## src/rtl/output_encoder_if.sv

```systemverilog
// output_encoder_if: register-write bus for output_encoder
// Signals: WE write strobe, Addr register select, WData write data, RData combinational readback.
// The master drives the writes. The slave answers with RData.
interface output_encoder_if;
  logic        WE;
  logic [1:0]  Addr;
  logic [15:0] WData;
  logic [15:0] RData;
  modport master(output WE, Addr, WData, input RData);
  modport slave(input WE, Addr, WData, output RData);
endinterface

```

## src/rtl/output_encoder.sv

```systemverilog
// output_encoder: four-digit hex seven-segment encoder with dp, blink, zero suppression and display enable
// Ports: Clock rising-edge clock; Reset asynchronous active-low; bus register write/readback (slave);
//        oct0..oct3 registered segment patterns (bit0..6 = a..g, bit7 = dp, active-high).
module output_encoder #(
  parameter int BLINK_DIV = 25000000
) (
  input  logic              Clock,
  input  logic              Reset,
  output_encoder_if.slave   bus,
  output logic [7:0]        oct0,
  output logic [7:0]        oct1,
  output logic [7:0]        oct2,
  output logic [7:0]        oct3
);
  localparam logic [26:0] LAST = 27'(BLINK_DIV - 1);
  localparam logic [15:0][6:0] SEG = {7'h71, 7'h79, 7'h5E, 7'h39, 7'h7C, 7'h77, 7'h6F, 7'h7F,
                                      7'h07, 7'h7D, 7'h6D, 7'h66, 7'h4F, 7'h5B, 7'h06, 7'h3F};
  logic [15:0]     value;
  logic [9:0]      ctrl;
  logic [26:0]     cnt;
  logic            phase;
  logic [3:0]      zero, sup, blank;
  logic [3:0][7:0] pat;
  // A digit is suppressed only while it and every digit above it are zero.
  // Digit 0 is never suppressed.
  assign sup[3] = ctrl[8] & zero[3];
  assign sup[2] = ctrl[8] & zero[3] & zero[2];
  assign sup[1] = ctrl[8] & zero[3] & zero[2] & zero[1];
  assign sup[0] = 1'b0;
  for (genvar i = 0; i < 4; i++) begin : g_dig
    assign zero[i]  = value[4*i +: 4] == 4'd0;
    assign blank[i] = !ctrl[9] || (ctrl[4+i] && phase);
    assign pat[i]   = blank[i] ? 8'h00 : {ctrl[i], sup[i] ? 7'h00 : SEG[value[4*i +: 4]]};
  end
  assign bus.RData = bus.Addr == 2'd0 ? value : bus.Addr == 2'd1 ? {6'd0, ctrl} : 16'd0;
  always_ff @(posedge Clock or negedge Reset) begin
    if (!Reset) begin
      value <= '0;
      ctrl  <= 10'h200;
      cnt   <= '0;
      phase <= 1'b0;
      {oct3, oct2, oct1, oct0} <= '0;
    end else begin
      if (bus.WE && bus.Addr == 2'd0) value <= bus.WData;
      if (bus.WE && bus.Addr == 2'd1) ctrl <= bus.WData[9:0];
      cnt <= cnt == LAST ? '0 : cnt + 27'd1;
      if (cnt == LAST) phase <= ~phase;
      {oct3, oct2, oct1, oct0} <= pat;
    end
  end
endmodule

```

## src/flat_wrapper.sv

```systemverilog
// flat-port wrapper written by rule: the top's interface ports become plain ports
module output_encoder_flat 
#(
  parameter int BLINK_DIV = 25000000
)
  (Clock, Reset, oct0, oct1, oct2, oct3, bus_WE, bus_Addr, bus_WData, bus_RData);
  output_encoder_if bus_i ();
  input  logic Clock;
  input  logic Reset;
  output logic [7:0] oct0;
  output logic [7:0] oct1;
  output logic [7:0] oct2;
  output logic [7:0] oct3;
  input wire logic [$bits(bus_i.WE)-1:0] bus_WE;
  input wire logic [$bits(bus_i.Addr)-1:0] bus_Addr;
  input wire logic [$bits(bus_i.WData)-1:0] bus_WData;
  output wire logic [$bits(bus_i.RData)-1:0] bus_RData;
  assign bus_i.WE = bus_WE;
  assign bus_i.Addr = bus_Addr;
  assign bus_i.WData = bus_WData;
  assign bus_RData = bus_i.RData;
  output_encoder #(.BLINK_DIV(BLINK_DIV)) u_core (.Clock(Clock), .Reset(Reset), .bus(bus_i), .oct0(oct0), .oct1(oct1), .oct2(oct2), .oct3(oct3));
endmodule
```

## config.mk

```make
export PLATFORM = sky130hd
export DESIGN_NAME = output_encoder_flat
export DESIGN_NICKNAME = d
export VERILOG_FILES = /design/src/rtl/output_encoder_if.sv /design/src/rtl/output_encoder.sv /design/src/flat_wrapper.sv
export SDC_FILE = /design/constraint.sdc
export NUM_CORES = 1
export LEC_CHECK = 0
export ABC_AREA = 1
export CORE_MARGIN = 4
export CORE_UTILIZATION = 30
export CTS_CLUSTER_SIZE = 25
export DETAILED_ROUTE_END_ITERATION = 10
export PLACE_DENSITY = 0.51
export SLEW_MARGIN = 0
export SYNTH_ARGS = -nofsm -noshare
export SYNTH_HDL_FRONTEND = slang
export SYNTH_SLANG_ARGS = --single-unit
export TNS_END_PERCENT = 1
```

## constraint.sdc

```tcl
create_clock -name Clock -period 2.2 [get_ports Clock]
set_clock_uncertainty 0.2 [all_clocks]
set_input_delay 0.22 -clock Clock [delete_from_list [all_inputs] [get_ports Clock]]
set_output_delay 0.22 -clock Clock [all_outputs]
set_load 0.005 [all_outputs]
```

==> summary.txt <==
=================================================================================
Routability cong. ..................................................        0.852
Cell count after placement .........................................          836
Number of global-route vias before repair ..........................         3937
R2r endpoint ....................................................... u_core.oct2[0]
Area growth from synthesis to layout ...............................        28.6%
RSZ-0062 raised after global routing ...............................        false
Number of buffers added by the clock tree synthesis step ...........            9
Least-Margin Pin Slew ..............................................     0.581 ns
Post-route DRC .....................................................            0
Startpoint type of the worst setup path ............................ primary input
Avg Vias per Cell ..................................................         4.65
Setup-violating endpoint count in the final report .................            0
Sinks on the clock net .............................................           86
Startpoint of the most critical register-to-register path .......... u_core.value[9]
Type of the worst setup path .......................................       in2out
Worst r2r path cells ...............................................            7
Wire length of the first global-routing pass .......................     19400 um
Run status ......................................................... finished clean
Quantity of I/O buffers inserted on ports ..........................           68
Part of the Yosys area used for sequential elements ................        0.465
Time the final worst path needs with I/O delays and setup ..........      2.12 ns
Slack of the critical path .........................................    0.0774 ns
Achievable frequency ...............................................    0.471 GHz
Total overflow reported by the global router .......................            0
Fin cells ..........................................................          853
Utilization of the core after routing ..............................        0.393
Most common cell after layout, fill and taps aside ................. sky130_fd_sc_hd__nand2_1
Post-synth ARST share ..............................................         1.00
Post-Synthesis Cells ...............................................          583
Total nets after synthesis .........................................          628
Nets ...............................................................          705
Number of buffers inserted by post-CTS setup repair ................            0
Average detailed-routed wire length per instance ...................      13.3 um
Number of hold violations in the final report ......................            0
Remaining antenna violation count ..................................            0
Number of antenna repair diodes ....................................            0
Row count ..........................................................           45
CTS root buf ....................................................... sky130_fd_sc_hd__clkbuf_16
Max Buffers Root-to-Sink ...........................................            2
Maximum level of the CTS H-tree ....................................            3
Crit path max fanout ...............................................            9
Delay of the slowest cell on the worst path ........................      0.53 ns
Number of different library cells in the post-synthesis netlist ....           34
Effective utilization at floorplan .................................        0.305
Cell leakage power .................................................      2.93 nW
Number of pins with negative max-slew slack in the final report ....            0
Dominant synthesized flop cell ..................................... sky130_fd_sc_hd__dfrtp_1
Required @ worst endpoint ..........................................      1.78 ns
Most repeated library cell on the critical path .................... sky130_fd_sc_hd__clkdlybuf4s50_1
Total iterations of the first detailed-routing run .................            5
Largest net degree at the start of global routing ..................           55
Crit path from .....................................................  bus_Addr[1]
Floorplan die height ...............................................       132 um
Slowest cell on the critical path .................................. sky130_fd_sc_hd__clkdlybuf4s50_1
Fraction of the cycle the final worst path needs ...................        0.965
Total routed wirelength ............................................     11400 um
Hold crit path type ................................................     in2async
Mapped Avg Cell Area ...............................................     7.94 um2
Via count ..........................................................         3966
DP Worst Slack .....................................................   -0.0121 ns
Area of the core ...................................................    15100 um2
Flops & latches, synth .............................................           86
Minimum setup slack among reg-to-reg paths .........................      0.27 ns
Max-cap violations .................................................            0
Commonest cells after routing, fill and taps aside ................. 126 x sky130_fd_sc_hd__nand2_1, 94 x sky130_fd_sc_hd__nor2_1, 82 x sky130_fd_sc_hd__dfrtp_1
Clock latency of the later-clocked register in the worst-skew pair .      0.35 ns
Antenna violations before repair ...................................            0
Standard cell area after detailed placement ........................     5590 um2
Overall routing resource usage .....................................        0.136
EDFF count, synth ..................................................            0
Combined area of all synthesized cells .............................     4630 um2
Final HPWL DP ......................................................      8730 um
Fraction of final layout cells with drive strength greater than 1 ..       0.0917
Width of the chip ..................................................       132 um
Relative max-transition margin .....................................        0.612
Count of fill cells added during filler insertion ..................         1552
Worst-path clk slew ................................................      0.07 ns
Number of I/O pins .................................................           69
PwrDens ............................................................   764 nW/um2
CTS tree ...........................................................        built
Arrival time of data at the critical path endpoint .................      1.70 ns
Count of yosys warnings during synthesis ...........................            0
Detailed Route Iter0 Violations ....................................          219
CP cell instances .................................................. clkdlybuf4s50_1 > nor2_2 > inv_2 > buf_12 > o21ai_0 > clkdlybuf4s50_1
Finished layout cell area ..........................................     5950 um2
Crit path capture type .............................................  output port
Die area ...........................................................    17500 um2
Worst ir drop on vdd ...............................................     0.371 mV
=================================================================================
## cells in the mapped netlist (2+ instances only)
master                       n  area, um2
sky130_fd_sc_hd__o22ai_1     7       43.8
sky130_fd_sc_hd__o211ai_1   11       82.6
sky130_fd_sc_hd__xor2_1     11       96.3
sky130_fd_sc_hd__nand2_2     4       25.0
sky130_fd_sc_hd__nand3_1    31        155
sky130_fd_sc_hd__nor2_4      5       56.3
sky130_fd_sc_hd__clkinv_1    4       15.0
sky130_fd_sc_hd__clkbuf_1    6       22.5
sky130_fd_sc_hd__nor3_1      4       20.0
sky130_fd_sc_hd__nand2_1   126        473
sky130_fd_sc_hd__inv_1      68        255
sky130_fd_sc_hd__o31ai_1     3       22.5
sky130_fd_sc_hd__xnor2_1     2       17.5
sky130_fd_sc_hd__ha_1       24        300
sky130_fd_sc_hd__nor2_2      7       43.8
sky130_fd_sc_hd__dfrtp_1    85       2130
sky130_fd_sc_hd__a21oi_1    26        130
sky130_fd_sc_hd__nor2_1     96        360
sky130_fd_sc_hd__buf_2       5       25.0
sky130_fd_sc_hd__o21ai_0    42        210
sky130_fd_sc_hd__inv_2       3       11.3
## area by class of cell
| type | count | area [um2] | share of cell area |
|---|---|---|---|
| well taps | 188 | 235 | 0.0395 |
| flip-flops and latches | 86 | 2160 | 0.363 |
| inverters | 75 | 282 | 0.0473 |
| clock inverters | 5 | 63.8 | 0.0107 |
| multi-input cells | 409 | 2140 | 0.359 |
| repair buffers | 79 | 821 | 0.138 |
| clock buffers | 11 | 253 | 0.0425 |
## worst max path at each step
stage,to,slack (ns),cells past startpoint
floorplan,u_core.oct1[6],0.58,7
global placement,bus_RData[8],0.02,6
detailed placement,bus_RData[8],-0.01,6
CTS,bus_RData[2],-0.009,3
global route,bus_RData[6],0.003,6
finish,bus_RData[6],0.08,6
## power breakdown
group	switching, mW	internal (mW)	total [mW]
Sequential	0.144	1.77	1.91
Combinational	0.527	0.500	1.03
Clock	0.654	0.952	1.61
## through the flow
step	setup TNS (ns)	power [mW]	hold WS, ns
floorplan	0	2.44	-0.276
global placement	0	2.97	-0.00295
global route	0	4.83	0.215
finish	0	4.55	0.171
CTS	-0.00948	4.62	0.180
detailed placement	-0.0121	2.98	-0.00128
## metal layers
layer / GRT usage / up-vias / routed length [um]
met5: 0 / - / 0
met4: 0.0635 / 0 / 304
met3: 0.0294 / 21 / 525
met2: 0.214 / 98 / 5210
met1: 0.180 / 1849 / 5320
li1: - / 1998 / -
## registers in the layout, summed over array words and instances, names as in the netlist
name,count
u_core.phase,1
u_core.oct0,8
u_core.value,16
u_core.oct1,8
u_core.oct2,8
u_core.ctrl,10
u_core.oct3,8
u_core.cnt,27
## cells by family (layout without fill, tap and decap cells)
kind of cell | count (synthesis) | in the layout | share of synthesized area
and+or+nand+nor | 280 | 280 | 0.259
adders and majority gates | 24 | 24 | 0.0649
AOI/OAI and AO/OA | 92 | 92 | 0.111
buffers and inverters | 88 | 170 | 0.0752
xor gates and xnor gates | 13 | 13 | 0.0246
DFF | 86 | 86 | 0.465
## repair_timing
| action | 4_1_cts | 5_1_grt |
|---|---|---|
| endpoints found under the setup margin | 5 | 11 |
| hold buffers | 1 | 0 |
| resized for setup | 3 | 14 |
| hold endpoints to repair | 32 | 0 |
## worst max-delay path: cells and delay by family
family                 cells  cell delay (ns)
AND/OR/NAND/NOR            1             0.15
buffers and inverters      4             1.19
AO/OA/AOI/OAI              1             0.15
(Power assumes the default switching activity.)
